`src/rtl/output_port_arbiter.sv`:
```
// Egress arbiter for one switch port: round-robin picks one ingress FIFO whose
// head packet targets PORT_ID, pops one word and forwards it on valid/ready.

// Per-ingress request decode: FIFO has data and its head is bound for us.
module opa_req_lane #(
   parameter logic [1:0] PORT_ID = 2'd0
) (
   input  logic       empty_i,
   input  logic [1:0] dst_i,
   output logic       req_o
);
   assign req_o = !empty_i && (dst_i == PORT_ID);
endmodule

module output_port_arbiter #(
   parameter int unsigned PORT_ID    = 0,
   parameter int unsigned DATA_WIDTH = 32
) (
   input  logic                                clk,
   input  logic                                rst_n,
   input  logic [3:0]                          fifo_empty_i,
   input  logic [3:0][DATA_WIDTH/2-1:0]        hdr_i,
   input  logic [3:0][DATA_WIDTH-1:0]          fifo_data_i,
   output logic [3:0]                          rd_en_o,
   output logic [DATA_WIDTH-1:0]               out_data,
   output logic [1:0]                          out_src,
   output logic                                out_valid,
   input  logic                                out_ready,
   output logic                                busy,
   output logic [15:0]                         pkt_count
);
   localparam logic [1:0] PID = PORT_ID[1:0];

   typedef enum logic [1:0] {IDLE, READ, LATCH, SEND} state_e;

   state_e                  state_q, state_d;
   logic [3:0]              grant_q, grant_d;
   logic [1:0]              winner_q, winner_d;
   logic [1:0]              last_grant_q, last_grant_d;
   logic [DATA_WIDTH-1:0]   out_data_q, out_data_d;
   logic [1:0]              out_src_q, out_src_d;
   logic [15:0]             pkt_count_q, pkt_count_d;
   logic [3:0]              req;
   logic [1:0]              pick;
   logic                    hdr_unused;

   // Only the destination field of each header matters here.
   assign hdr_unused = ^hdr_i;

   for (genvar g = 0; g < 4; g++) begin : g_lane
      opa_req_lane #(.PORT_ID(PID)) u_lane (
         .empty_i (fifo_empty_i[g]),
         .dst_i   (hdr_i[g][7:6]),
         .req_o   (req[g])
      );
   end

   // Round-robin pick: scan far-to-near so the requester closest after
   // last_grant overwrites the others.
   always_comb begin
      logic [1:0] idx;
      pick = last_grant_q;
      idx  = last_grant_q;
      for (int k = 4; k >= 1; k--) begin
         idx = last_grant_q + 2'(k);
         if (req[idx]) pick = idx;
      end
   end

   // Next-state and datapath updates; requests only looked at in IDLE so a
   // transfer in flight is immune to header changes.
   always_comb begin
      state_d      = state_q;
      grant_d      = grant_q;
      winner_d     = winner_q;
      last_grant_d = last_grant_q;
      out_data_d   = out_data_q;
      out_src_d    = out_src_q;
      pkt_count_d  = pkt_count_q;
      case (state_q)
         IDLE: begin
            if (|req) begin
               grant_d      = 4'b0001 << pick;
               winner_d     = pick;
               last_grant_d = pick;
               state_d      = READ;
            end
         end
         READ:  state_d = LATCH;
         LATCH: begin
            out_data_d = fifo_data_i[winner_q];
            out_src_d  = winner_q;
            state_d    = SEND;
         end
         SEND: begin
            if (out_ready) begin
               if (pkt_count_q != 16'hFFFF) pkt_count_d = pkt_count_q + 16'd1;
               state_d = IDLE;
            end
         end
         default: state_d = IDLE;
      endcase
   end

   // State and datapath registers; reset drops any word already popped.
   always_ff @(posedge clk or negedge rst_n) begin
      if (!rst_n) begin
         state_q      <= IDLE;
         grant_q      <= '0;
         winner_q     <= '0;
         last_grant_q <= 2'd3;
         out_data_q   <= '0;
         out_src_q    <= '0;
         pkt_count_q  <= '0;
      end else begin
         state_q      <= state_d;
         grant_q      <= grant_d;
         winner_q     <= winner_d;
         last_grant_q <= last_grant_d;
         out_data_q   <= out_data_d;
         out_src_q    <= out_src_d;
         pkt_count_q  <= pkt_count_d;
      end
   end

   assign rd_en_o   = (state_q == READ) ? grant_q : 4'b0000;
   assign out_valid = (state_q == SEND);
   assign busy      = (state_q != IDLE);
   assign out_data  = out_data_q;
   assign out_src   = out_src_q;
   assign pkt_count = pkt_count_q;
endmodule

```
`config.mk`:
```
export PLATFORM = sky130hd
export DESIGN_NAME = output_port_arbiter
export DESIGN_NICKNAME = d
export VERILOG_FILES = /design/src/rtl/output_port_arbiter.sv
export SDC_FILE = /design/constraint.sdc
export NUM_CORES = 1
export LEC_CHECK = 0
export BUFFER_PORTS_ARGS = -buffer_cell sky130_fd_sc_hd__buf_2
export CORE_MARGIN = 5
export CORE_UTILIZATION = 41
export DETAILED_ROUTE_END_ITERATION = 12
export GPL_ROUTABILITY_DRIVEN = 1
export GPL_TIMING_DRIVEN = 0
export PLACE_DENSITY = 0.82
export RECOVER_POWER = 100
export SETUP_SLACK_MARGIN = 0.3
export SKIP_LAST_GASP = 1
export SYNTH_ARGS = -nofsm -noshare
export SYNTH_HDL_FRONTEND = slang
export SYNTH_HIERARCHICAL = 1
export SYNTH_SLANG_ARGS = --single-unit
export TNS_END_PERCENT = 50
```
`constraint.sdc`:
```
create_clock -name clk -period 2.2 [get_ports clk]
set_clock_uncertainty 0.1 [all_clocks]
set_input_delay 0.11 -clock clk [delete_from_list [all_inputs] [get_ports clk]]
set_output_delay 0.11 -clock clk [all_outputs]
set_load 0.05 [all_outputs]
```
## Word level (Yosys, flattened, before mapping)

Cells that the tools add are included.

- $add $sub $neg: 4
- Order comparisons: 4
- Equality and inequality tests: 6
- Shift-type cells: 1
- Mux-type cells: 15
- Reductions and logical operators: 18

Operators by type and width:

| operator | number |
|---|---|
| $bmux W32 S2 | 1 |
| $mux W32 | 1 |
| $add A16 B1 Y16 const B | 1 |
| $ne A16 B16 Y1 const B | 1 |
| $lt A2 B3 Y1 const B | 4 |
| $logic_not A2 Y1 | 5 |
| $mux W2 | 5 |
| $pmux W2 S4 | 1 |
| $bmux W1 S2 | 3 |
| $add A2 B2 Y2 const B | 2 |
| $eq A2 B2 Y1 const B | 2 |
| $logic_and A1 B1 Y1 | 4 |
| $logic_not A1 Y1 | 4 |
| $mux W4 | 1 |
| $reduce_and A2 Y1 | 2 |
| $reduce_or A4 Y1 | 1 |
| $shl A1 B2 Y4 const A | 1 |
| $mux W1 | 3 |
| $reduce_and A3 Y1 | 1 |
| $add A2 B1 Y2 const B | 1 |
| $eq A2 B1 Y1 const B | 1 |
| $ne A2 B1 Y1 const B | 1 |
| $ne A2 B2 Y1 const B | 1 |
| $reduce_bool A2 Y1 | 1 |

- Register bits after elaboration: 60
- Output and inout port bits: 56
- Logic and storage cells: 55

## Logic depth before layout (Yosys ltp)

Gate-level depths: netlist of the first run.

- Depth after elaboration: 8
- Mapped depth: 6
- Mapped depth without buffers: 6

## By module

The synthesis of the first run kept the hierarchy.

By module, submodules not included:

| module | instances | cells an instance | area an instance (µm²) | sequential area each (µm²) |
|---|---|---|---|---|
| output_port_arbiter | 1 | 249 | 3,383.2 | 1,503.9 |
| opa_req_lane | 4 | 1 | 10.0 | 0.0 |

## Worst setup path before layout of the first run

Ideal clock, no wire load.

- Path type: register to register
- From: reg pkt_count_q[4] (netlist: pkt_count[4])
- To: reg pkt_count_q[1] (netlist: pkt_count[1])
- Library setup time: 0.125 ns
- Data arrival time: 1.862 ns
- Required time: 1.975 ns
- Slack: 0.113 ns
- Stages on the path, launching flop included: 5
- Path buffers: 0
- Cell sequence: dfrtp_1 nand4_2 nor4_4 a41oi_2 mux2_4

- Longest elaborated chain between the ends: 2

Ends and longest elaborated chain:

| item | RTL line | source |
|---|---|---|
| start: declaration | 42 | `logic [15:0] pkt_count_q, pkt_count_d;` |
| start signal: assignment | 122 | `pkt_count_q <= pkt_count_d;` |
| $ne A16 B16 Y1 | 97 | `if (pkt_count_q != 16'hFFFF) pkt_count_d = pkt_count_q + 16'd1;` |
| $reduce_and A3 Y1 (no line) | - |  |

No other way between the ends.
A chain may end at the register's enable or synchronous reset.

## Final worst setup path of the first run

Same ends and word-level chain as after synthesis.

==> impl_metrics.tcl, run 1 <==
set metrics [dict create \
    status "finished, final reports clean" \
    deepest_clock_path_buffer_count 2 \
    number_of_rows_created_at_floorplan 33 \
    crit_path_max_incr_delay_ns 0.63 \
    boundaryPins 255 \
    grt_first_pass_wirelength_mm 15.63 \
    cp-end-kind "flip-flop" \
    area_growth_pct 36.59 \
    slew_headroom_pct 49.33 \
    maximum_number_of_pins_on_one_net_before_global_route_repair 61 \
    synthTopCellsByArea "sky130_fd_sc_hd__dfrtp_1 (42%), sky130_fd_sc_hd__mux4_2 (21%), sky130_fd_sc_hd__mux2_2 (12%), sky130_fd_sc_hd__xnor2_1 (2.3%), sky130_fd_sc_hd__ha_1 (1.8%)" \
    path_max_fanout 7 \
    finalWorstPathRequiredPeriod_ns 1.998 \
    critical_path.cell_chain "nand4_2 > nor4_2 > a41oi_2 > mux2_1" \
    clock-sinks 60 \
    timing.reg2reg.setup_slack_ns 0.20 \
    mappedNetlistArea_mm2 0.003423 \
    wirelength_mm 9.715 \
    post_synth.cell_area_avg_um2 13.53 \
    num-nets-final 667 \
    yosysTopAreaCell "sky130_fd_sc_hd__dfrtp_1" \
    ir_worst_vdd_v 0.0007747 \
    start_util_pct 41.87 \
    overall_track_demand_over_capacity_in_global_routing_pct 19.47 \
    via_per_inst 5.258 \
    core-area_mm2 0.008175 \
    tightest_slew_ns 0.7600 \
    critical-path-top-delay-family "simple AND/OR/NAND/NOR gates" \
    mostFrequentLayoutCell "sky130_fd_sc_hd__buf_2" \
    die_footprint_mm2 0.01028 \
    number_of_input_and_output_port_buffers_inserted 198 \
    finalCritPeriodShare_pct 90.80 \
    crit_required_ns 2.31 \
    path_class "reg2reg" \
    share_of_final_layout_standard_cells_stronger_than_drive_strength_1_pct 53.21 \
    tritoncts_clock_tree "yes" \
    synth_warnings 6 \
    path_clk_slew_ns 0.07 \
    drc_errors 0 \
    max_cap_violations 0 \
    min-delay-path-class "in2reg" \
    post_dp_cell_area_mm2 0.004554 \
    cp_slowest_cell "sky130_fd_sc_hd__nor4_2" \
    netlist.area_leader.share_pct 42.40 \
    place.detailed.hpwl_mm 7.997 \
    cts.repair_timing.setup_buffer_count 0 \
    design_power_total_mw 6.699 \
    placedCellCount 556 \
    power.leakage_nw 2.106 \
    power_density_mw_per_mm2 1433 \
    antenna-diode-count 0 \
    setup_viol_count_final 0 \
    grt_antenna_before_repair 0 \
    fill_cells 743 \
    crit_arrival_ns 2.11 \
    vias 3013 \
    worstSkewPairLatency_ns 0.32 \
    synth-seq-area-share_pct 43.93 \
    stdcell_area_mm2 0.004676 \
    final_max_slew_viol_count 0 \
    drt_first_iter_violations 51 \
    fmax_mhz 500.6 \
    grt_setup_unrepaired "yes" \
    ys_types 39 \
    gr-total-overflow 0 \
    setup_total_negative_slack_ns 0 \
    number_of_standard_cells_in_the_final_layout_excluding_fillers 573 \
    cp.buffers_inverters 0 \
    synth.net_count 457 \
    synth.ff_latch_count 60 \
    gp_congestion 0.7954 \
    routedWlPerCell_um 16.95 \
    ctsHtreeMaxLevel 3 \
    first_global_vias 3335 \
    number_of_search_and_repair_iterations_in_the_first_detailed_routing_pass 4 \
    cts_inserted_buffers 9 \
    die_width_um 101.4 \
    layout.cells.most_common_list "sky130_fd_sc_hd__buf_2 (143), sky130_fd_sc_hd__clkbuf_1 (62), sky130_fd_sc_hd__dfrtp_1 (53)" \
    startpoint_type "flip-flop" \
    drt.antenna.violating_nets 0 \
    root_buffer "sky130_fd_sc_hd__clkbuf_8" \
    finalHoldViolations 0 \
    die_height_um 101.4 \
    syn-instance-count 253 \
]
==> what timing repair did <==
| item | 4_1_cts | 5_1_grt |
|---|---|---|
| cloned | 0 | 0 |
| hold endpoints to repair | 0 | 58 |
| resized for setup | 11 | 6 |
| hold buffers | 0 | 1 |
| setup endpoints to repair | 37 | 37 |
==> logic make-up after synthesis <==
kind of cell	after synthesis	synth area share [%]
muxes	69	33.30
and+or+nand+nor	66	11.26
xor gates and xnor gates	11	2.815
DFF	60	43.93
buffers and inverters	20	2.376
adders and majority gates	5	1.827
AOI/OAI and AO/OA	22	4.496
==> power by group <==
group / switching, mW / total [mW] / internal, mW
Sequential: 0.282 / 1.87 / 1.58
Clock: 0.411 / 0.880 / 0.469
Combinational: 2.53 / 3.95 / 1.42
==> worst paths after layout <==
check                                  start       endpoint  depth (start not counted)
worst max register to register  pkt_count[4]   pkt_count[1]                          4
worst min-delay path               out_ready   pkt_count[2]                          3
worst min register to register    grant_q[3]     grant_q[3]                          2
worst max-delay path            pkt_count[4]   pkt_count[1]                          4
min in group asynchronous              rst_n   pkt_count[8]                          2
max in group asynchronous              rst_n  pkt_count[10]                          2
==> sequential cells by signal (all words and copies together), names as in the netlist <==
signal	flops
out_src	2
winner_q	2
pkt_count	16
out_data	32
last_grant_q	2
grant_q	4
state_q	2
==> stage by stage <==
step	worst slack (ns)	utilization (%)	hold slack, ns
5_1_grt	0.1221	57.19	0.07843
3_5_place_dp	0.05718	55.71	0.3679
2_1_floorplan	0.1793	-	-0.2856
3_3_place_gp	0.1170	55.71	0.3593
4_1_cts	0.2343	58.07	0.02618
6_report	0.2025	57.19	0.05734
==> synthesized netlist by cell type <==
| library cell | instances |
|---|---|
| sky130_fd_sc_hd__o31ai_1 | 3 |
| sky130_fd_sc_hd__mux2_4 | 1 |
| sky130_fd_sc_hd__nand4_2 | 1 |
| sky130_fd_sc_hd__a31oi_1 | 3 |
| sky130_fd_sc_hd__o32a_1 | 1 |
| sky130_fd_sc_hd__a41oi_2 | 1 |
| sky130_fd_sc_hd__a22o_1 | 2 |
| sky130_fd_sc_hd__clkbuf_1 | 10 |
| sky130_fd_sc_hd__nor3_2 | 4 |
| sky130_fd_sc_hd__o21ai_0 | 1 |
| sky130_fd_sc_hd__nor2b_1 | 2 |
| sky130_fd_sc_hd__nor3_1 | 2 |
| sky130_fd_sc_hd__xnor2_1 | 9 |
| sky130_fd_sc_hd__nand4b_1 | 2 |
| sky130_fd_sc_hd__and4_1 | 1 |
| sky130_fd_sc_hd__mux2_2 | 35 |
| sky130_fd_sc_hd__o31a_1 | 1 |
| sky130_fd_sc_hd__buf_2 | 5 |
| sky130_fd_sc_hd__a21oi_1 | 8 |
| sky130_fd_sc_hd__nand3_1 | 8 |
| sky130_fd_sc_hd__mux4_2 | 32 |
| sky130_fd_sc_hd__ha_1 | 5 |
| sky130_fd_sc_hd__dfstp_2 | 2 |
| sky130_fd_sc_hd__dfrtp_1 | 58 |
| sky130_fd_sc_hd__and3b_1 | 1 |
| sky130_fd_sc_hd__nor3b_1 | 1 |
| sky130_fd_sc_hd__nor4_1 | 2 |
| sky130_fd_sc_hd__inv_1 | 5 |
| sky130_fd_sc_hd__nand2_1 | 10 |
| sky130_fd_sc_hd__and2_1 | 4 |
| sky130_fd_sc_hd__and3_1 | 3 |
| sky130_fd_sc_hd__xor2_1 | 2 |
| sky130_fd_sc_hd__nor2_1 | 15 |
| sky130_fd_sc_hd__nand2b_1 | 2 |
| sky130_fd_sc_hd__nand4_1 | 6 |
| sky130_fd_sc_hd__a211oi_1 | 2 |
| sky130_fd_sc_hd__mux2i_1 | 1 |
| sky130_fd_sc_hd__nor4_4 | 1 |
| sky130_fd_sc_hd__or3_1 | 1 |
==> tightest hold or removal path, stage by stage <==
cell and delay (ns):
sky130_fd_sc_hd__buf_2 0.14, sky130_fd_sc_hd__a31oi_1 0.09, sky130_fd_sc_hd__nor2_1 0.10
==> per-layer routing <==
metal	track usage [%]	part of all wire [%]	up-vias
met1	23.84	39	1475
met3	5.716	9.4	9
met2	33.20	50	136
met4	6.135	1.1	0
li1	-	-	1393
met5	0	0	-
==> layout make-up <==
type | instances | area (um2) | area share, %
Tap cell | 105 | 131.4 | 2.810
Clock inverter | 2 | 10.01 | 0.2141
Timing Repair Buffer | 199 | 933.4 | 19.96
Inverter | 5 | 18.77 | 0.4014
Clock buffer | 14 | 162.7 | 3.479
Multi-Input combinational cell | 173 | 1831 | 39.15
Buffer | 15 | 78.83 | 1.686
Sequential cell | 60 | 1510 | 32.30
No activity file was read; power rests on OpenSTA's default activity.
==> run 2: changes to the inputs <==
--- a/config.mk
+++ b/config.mk
@@ -11,12 +11,12 @@
 export DETAILED_ROUTE_END_ITERATION = 12
 export GPL_ROUTABILITY_DRIVEN = 1
 export GPL_TIMING_DRIVEN = 0
-export PLACE_DENSITY = 0.82
+export MAX_ROUTING_LAYER = met4
+export PLACE_DENSITY = 0.81
 export RECOVER_POWER = 100
 export SETUP_SLACK_MARGIN = 0.3
 export SKIP_LAST_GASP = 1
 export SYNTH_ARGS = -nofsm -noshare
 export SYNTH_HDL_FRONTEND = slang
-export SYNTH_HIERARCHICAL = 1
 export SYNTH_SLANG_ARGS = --single-unit
 export TNS_END_PERCENT = 50
==> impl_metrics.tcl, run 2 <==
set metrics [dict create \
    power.sequential.fraction_pct 27.3 \
    number_of_search_and_repair_iterations_in_the_first_detailed_routing_pass 4 \
    cp-end-kind "output port" \
    drt_first_iter_violations 107 \
    deepest_clock_path_buffer_count 2 \
    startpoint_type "flip-flop" \
    min-delay-path-class "in2reg" \
    crit_required_ns 1.99 \
    synth-seq-area-share_pct 43.41 \
    grt_antenna_before_repair 0 \
    boundaryPins 255 \
    number_of_rows_created_at_floorplan 33 \
    crit_arrival_ns 1.73 \
    max_cap_violations 0 \
    core-area_mm2 0.008217 \
    share_of_final_layout_standard_cells_stronger_than_drive_strength_1_pct 54.25 \
    path_clk_slew_ns 0.07 \
    total_switching_power_mw 3.319 \
    hold_start "fifo_data_i[70]" \
    netlist.area_leader.share_pct 41.89 \
    hold_ws_ns 0.1173 \
    gp_congestion 0.8866 \
    slew_headroom_pct 49.99 \
    place.detailed.hpwl_mm 8.183 \
    vias 2936 \
    final_max_slew_viol_count 0 \
    finalWorstPathRequiredPeriod_ns 1.940 \
    tritoncts_clock_tree "yes" \
    number_of_input_and_output_port_buffers_inserted 198 \
    largest_register_ffs 32 \
    timing.rr.start "state_q[0]" \
    via_per_inst 5.206 \
    start_util_pct 42.17 \
    fmax_mhz 515.5 \
    tightest_slew_ns 0.7501 \
    synth_warnings 0 \
    critical_path.cell_chain "inv_1 > ha_1 > and2_1 > clkbuf_1" \
    first_global_vias 3054 \
    worst_hold_path.endpoint "out_data[6]" \
    status "finished, final reports clean" \
    drc_errors 0 \
    finalCritPeriodShare_pct 88.17 \
    ir_worst_vdd_v 0.001152 \
    root_buffer "sky130_fd_sc_hd__clkbuf_8" \
    clkPwrFrac_pct 14.4 \
    synth_ff_type "sky130_fd_sc_hd__dfrtp_1" \
    worst-r2r-cell-count 5 \
    wirelength_mm 10.05 \
    mappedNetlistArea_mm2 0.003465 \
    grt_first_pass_wirelength_mm 15.06 \
    setup_viol_count_final 0 \
    mostFrequentLayoutCell "sky130_fd_sc_hd__buf_2" \
    ys_types 45 \
    die_height_um 101.9 \
    finalHoldViolations 0 \
    area_growth_pct 36.04 \
    crit_path_max_incr_delay_ns 0.47 \
    internal_power_mw 3.572 \
    timing.reg2reg.setup_slack_ns 0.26 \
    synth.most_common_cell "sky130_fd_sc_hd__dfrtp_1" \
    cts_inserted_buffers 9 \
    synth-edff-count 0 \
    path_max_fanout 4 \
    overall_track_demand_over_capacity_in_global_routing_pct 19.76 \
    post_synth.cell_area_avg_um2 14.20 \
    power.leakage_nw 2.103 \
    maximum_number_of_pins_on_one_net_before_global_route_repair 61 \
    synth.ff_latch_count 60 \
    rr_endpoint "out_data[22]" \
    power_density_mw_per_mm2 1462 \
    synthTopCellsByArea "sky130_fd_sc_hd__dfrtp_1 (42%), sky130_fd_sc_hd__mux4_2 (21%), sky130_fd_sc_hd__mux2_2 (12%), sky130_fd_sc_hd__xnor2_1 (3.0%), sky130_fd_sc_hd__ha_1 (2.2%)" \
    synthTopCellsByCount "sky130_fd_sc_hd__dfrtp_1 (58), sky130_fd_sc_hd__mux2_2 (37), sky130_fd_sc_hd__mux4_2 (32), sky130_fd_sc_hd__xnor2_1 (12)" \
    path_class "reg2out" \
    async_reset_ff_share_pct 100.0 \
    share_of_total_power_in_combinational_logic_pct 58.4 \
    switching_share_pct 48.16 \
    num-nets-final 659 \
    setup_total_negative_slack_ns 0 \
    clock-sinks 60 \
    cp_slowest_cell "sky130_fd_sc_hd__clkbuf_1" \
    layout.cells.most_common_list "sky130_fd_sc_hd__buf_2 (147), sky130_fd_sc_hd__clkbuf_1 (58), sky130_fd_sc_hd__dfrtp_1 (56)" \
    hold_depth 3 \
    grt_setup_unrepaired "yes" \
    antenna-diode-count 0 \
    die_width_um 101.9 \
    post_dp_cell_area_mm2 0.004592 \
    yosysTopAreaCell "sky130_fd_sc_hd__dfrtp_1" \
    cts.repair_timing.setup_buffer_count 0 \
    syn-instance-count 244 \
    routedWlPerCell_um 17.82 \
    gr-total-overflow 0 \
    synth.net_count 449 \
    ctsHtreeMaxLevel 3 \
    drt.antenna.violating_nets 0 \
    stdcell_area_mm2 0.004713 \
    die_footprint_mm2 0.01039 \
    worstSkewPairLatency_ns 0.34 \
]
==> run 2: cell types whose count changed in the layout (fill, tap and decap cells not counted), moves of 3 or more <==
cell                       before  now
sky130_fd_sc_hd__buf_6          0    3
sky130_fd_sc_hd__a21oi_1        8    5
sky130_fd_sc_hd__xnor2_1        9   12
sky130_fd_sc_hd__clkbuf_2       7    1
sky130_fd_sc_hd__dfrtp_2        5    2
sky130_fd_sc_hd__dfrtp_1       53   56
sky130_fd_sc_hd__nor2_1        15    3
sky130_fd_sc_hd__nand3_1        8    5
sky130_fd_sc_hd__o31ai_1        3    6
sky130_fd_sc_hd__buf_2        143  147
sky130_fd_sc_hd__clkinv_4       0    4
sky130_fd_sc_hd__clkbuf_1      62   58
sky130_fd_sc_hd__and2_1         4    9
==> run 2: final cells by class <==
type	count	area (um2)
buffer	13	83.83
clock buffer	9	123.9
clock inverter	7	77.57
fill	760	3503
inverter	4	15.01
multi-input combinational	167	1842
sequential	60	1506
tap	105	131.4
timing repair buffer	199	933.4
==> run 2: power by group through the flow <==
stage | Sequential, mW | Combinational [mW] | Clock (mW)
after global placement | 1.86 | 4.13 | 0
final | 1.88 | 4.02 | 0.992
after global routing | 1.93 | 4.30 | 1.06
after floorplan | 3.13 | 1.93 | 0
after CTS | 1.87 | 4.22 | 1.03
after detailed placement | 1.88 | 4.21 | 0
==> run 2: critical path, delay by kind of cell, from the launching register on <==
family,cells,cell delay (ns)
adders and majority gates,1,0.22
buffers and inverters,2,0.59
DFF,1,0.42
and+or+nand+nor,1,0.16
==> run 2: worst max-delay path by stage <==
| stage | start | endpoint | slack [ns] | depth (start not counted) |
|---|---|---|---|---|
| floorplan | pkt_count[6] | pkt_count[1] | 0.24 | 4 |
| global placement | state_q[0] | out_data[15] | 0.18 | 5 |
| detailed placement | state_q[0] | out_data[20] | 0.17 | 5 |
| CTS | state_q[0] | out_data[22] | 0.22 | 5 |
| global route | state_q[0] | out_data[22] | 0.14 | 5 |
| finish | state_q[1] | rd_en_o[2] | 0.26 | 4 |
==> run 2: cells by family after synthesis <==
group	Yosys count	share of synthesized area [%]
xor gates and xnor gates	13	3.286
muxes	71	33.55
DFF	60	43.41
adders and majority gates	6	2.167
and+or+nand+nor	51	9.462
buffers and inverters	17	2.745
AOI/OAI and AO/OA	26	5.381
==> run 2: repair_timing <==
item                                    4_1_cts  5_1_grt
hold endpoints to repair                      2        0
hold buffers                                  1        0
resized for setup                             2        5
gates cloned                                  0        0
endpoints found under the setup margin       29       26
==> run 2: metrics by stage <==
step / worst slack, ns / instances / power, mW / utilization, %
3_3_place_gp: 0.1778 / 547 / 5.991 / 55.89
5_1_grt: 0.1360 / 564 / 7.294 / 57.36
4_1_cts: 0.2166 / 564 / 7.116 / 58.49
3_5_place_dp: 0.1712 / 547 / 6.086 / 55.89
6_report: 0.2602 / 564 / 6.891 / 57.36
2_1_floorplan: 0.2431 / 244 / 5.061 / -
==> run 2: metal layers <==
metal  share of wire (%)  track usage (%)  routed length (um)  vias to the layer above
met5                   0                -                   0                        -
met4                0.99            5.954                  99                        0
li1                    -                -                   -                     1365
met2                  48            32.04                4872                      129
met3                  11            7.031                1148                       11
met1                  39            23.24                3928                     1431
==> run 3: changes to the inputs <==
--- a/config.mk
+++ b/config.mk
@@ -8,12 +8,12 @@
 export BUFFER_PORTS_ARGS = -buffer_cell sky130_fd_sc_hd__buf_2
 export CORE_MARGIN = 5
 export CORE_UTILIZATION = 41
+export CTS_CLUSTER_DIAMETER = 60
 export DETAILED_ROUTE_END_ITERATION = 12
 export GPL_ROUTABILITY_DRIVEN = 1
 export GPL_TIMING_DRIVEN = 0
 export MAX_ROUTING_LAYER = met4
 export PLACE_DENSITY = 0.81
-export RECOVER_POWER = 100
 export SETUP_SLACK_MARGIN = 0.3
 export SKIP_LAST_GASP = 1
 export SYNTH_ARGS = -nofsm -noshare
==> impl_metrics.tcl, run 3 (synthesized netlist as in run 2, its figures left out) <==
set metrics [dict create \
    status "finished, final reports clean" \
    detailedPlace.worstSlack_ns 0.1712 \
    ctsHtreeMaxLevel 3 \
    routedWlPerCell_um 17.86 \
    slew_headroom_pct 49.70 \
    core-area_mm2 0.008217 \
    layout.cells.most_common_list "sky130_fd_sc_hd__buf_2 (203), sky130_fd_sc_hd__dfrtp_1 (56), sky130_fd_sc_hd__mux2_2 (37)" \
    wirelength_mm 10.07 \
    via_per_inst 5.220 \
    cp-end-kind "flip-flop" \
    vias 2944 \
    gp_congestion 0.8866 \
    finalWorstPathRequiredPeriod_ns 1.827 \
    timing.reg2reg.setup_slack_ns 0.37 \
    worst_hold_path.endpoint "out_data[14]" \
    drc_errors 0 \
    place.detailed.hpwl_mm 8.183 \
    gr-total-overflow 0 \
    power_density_mw_per_mm2 1460 \
    rr_endpoint "pkt_count[1]" \
    path_class "reg2reg" \
    hold_start "fifo_data_i[110]" \
    max_cap_violations 0 \
    number_of_rows_created_at_floorplan 33 \
    share_of_total_power_in_combinational_logic_pct 59.3 \
    die_footprint_mm2 0.01039 \
    clock-sinks 60 \
    grt_setup_unrepaired "yes" \
    cts_inserted_buffers 9 \
    fmax_mhz 547.3 \
    final_max_slew_viol_count 0 \
    deepest_clock_path_buffer_count 2 \
    worstSkewPairLatency_ns 0.34 \
    crit_path_max_incr_delay_ns 0.40 \
    mostFrequentLayoutCell "sky130_fd_sc_hd__buf_2" \
    setup_total_negative_slack_ns 0 \
    startpoint_type "flip-flop" \
    hold_depth 3 \
    power.leakage_nw 2.307 \
    cp_slowest_cell "sky130_fd_sc_hd__dfrtp_2" \
    internal_power_mw 3.713 \
    switching_share_pct 47.18 \
    area_growth_pct 39.00 \
    tritoncts_clock_tree "yes" \
    maximum_number_of_pins_on_one_net_before_global_route_repair 61 \
    path_max_fanout 4 \
    share_of_final_layout_standard_cells_stronger_than_drive_strength_1_pct 67.97 \
    number_of_search_and_repair_iterations_in_the_first_detailed_routing_pass 4 \
    setup_ws_ns 0.3730 \
    critical_path.cell_chain "ha_1 > nand2_1 > or2_2 > o21a_1 > mux2_4" \
    total_switching_power_mw 3.316 \
    setup_viol_count_final 0 \
    tightest_slew_ns 0.7545 \
    finalHoldViolations 0 \
    path_clk_slew_ns 0.08 \
    largest_register_ffs 32 \
    finalCritPeriodShare_pct 83.04 \
    grt_antenna_before_repair 0 \
    hold_ws_ns 0.1172 \
    timing.rr.start "pkt_count[0]" \
    first_global_vias 3054 \
    fill_cells 724 \
    grt_first_pass_wirelength_mm 15.06 \
    root_buffer "sky130_fd_sc_hd__clkbuf_8" \
    drt.antenna.violating_nets 0 \
    crit_arrival_ns 1.96 \
    die_height_um 101.9 \
    drt_first_iter_violations 114 \
    power.sequential.fraction_pct 26.6 \
    antenna-diode-count 0 \
    clkPwrFrac_pct 14.2 \
    ir_worst_vdd_v 0.001189 \
    min-delay-path-class "in2reg" \
    crit_required_ns 2.33 \
    start_util_pct 42.17 \
    worst-r2r-cell-count 5 \
    overall_track_demand_over_capacity_in_global_routing_pct 19.76 \
    num-nets-final 659 \
    number_of_input_and_output_port_buffers_inserted 198 \
    boundaryPins 255 \
    die_width_um 101.9 \
]
## run 3: through the flow
step	power (mW)	util [%]	cell area (um2)	instances
2_1_floorplan	5.061	-	3470	244
3_3_place_gp	5.991	55.89	4592	547
3_5_place_dp	6.086	55.89	4592	547
4_1_cts	7.116	58.49	4806	564
5_1_grt	7.431	58.61	4816	564
6_report	7.029	58.61	4816	564
## run 3: worst max-delay path by stage
stage          cells after the start  slack [ns]            to         start
2_1_floorplan                      4        0.24  pkt_count[1]  pkt_count[6]
3_3_place_gp                       5        0.18  out_data[15]    state_q[0]
3_5_place_dp                       5        0.17  out_data[20]    state_q[0]
4_1_cts                            5        0.22  out_data[22]    state_q[0]
5_1_grt                            5        0.26  pkt_count[7]    state_q[1]
6_report                           5        0.37  pkt_count[1]  pkt_count[0]
## run 3: timing repair
item                                   4_1_cts  5_1_grt
buffers inserted                             0        0
resized for setup                            2        5
endpoints found under the hold margin        2        0
hold buffers                                 1        0
setup endpoints to repair                   29       26
## run 3: routing by layer
layer / part of all wire, % / global-route usage (%) / routed length (um) / vias to the layer above
li1: - / - / - / 1368
met1: 39 / 23.24 / 3958 / 1441
met2: 48 / 32.04 / 4853 / 126
met3: 11 / 7.031 / 1152 / 9
met4: 1.1 / 5.954 / 108 / 0
met5: 0 / - / 0 / -
## run 3: power groups by stage
stage          Combinational (mW)  Clock [mW]  Sequential, mW
3_5_place_dp                 4.21           0            1.88
4_1_cts                      4.22        1.03            1.87
2_1_floorplan                1.93           0            3.13
6_report                     4.17       0.995            1.87
3_3_place_gp                 4.13           0            1.86
5_1_grt                      4.44        1.06            1.93
## run 3: cell type report
class / count / area (um2) / area share [%]
buffer: 13 / 85.08 / 1.767
multi-input combinational: 167 / 1873 / 38.89
clock inverter: 7 / 77.57 / 1.611
timing repair buffer: 199 / 1003 / 20.84
sequential: 60 / 1506 / 31.28
clock buffer: 9 / 123.9 / 2.572
inverter: 4 / 15.01 / 0.3118
tap: 105 / 131.4 / 2.728
## run 3: worst max-delay path: cells and delay by family, from the launching register on
kind | cells | cell delay [ns]
AO/OA/AOI/OAI | 1 | 0.24
adder cells (fa/ha/maj) | 1 | 0.21
flip-flops | 1 | 0.40
multiplexers | 1 | 0.30
AND/OR/NAND/NOR | 2 | 0.46
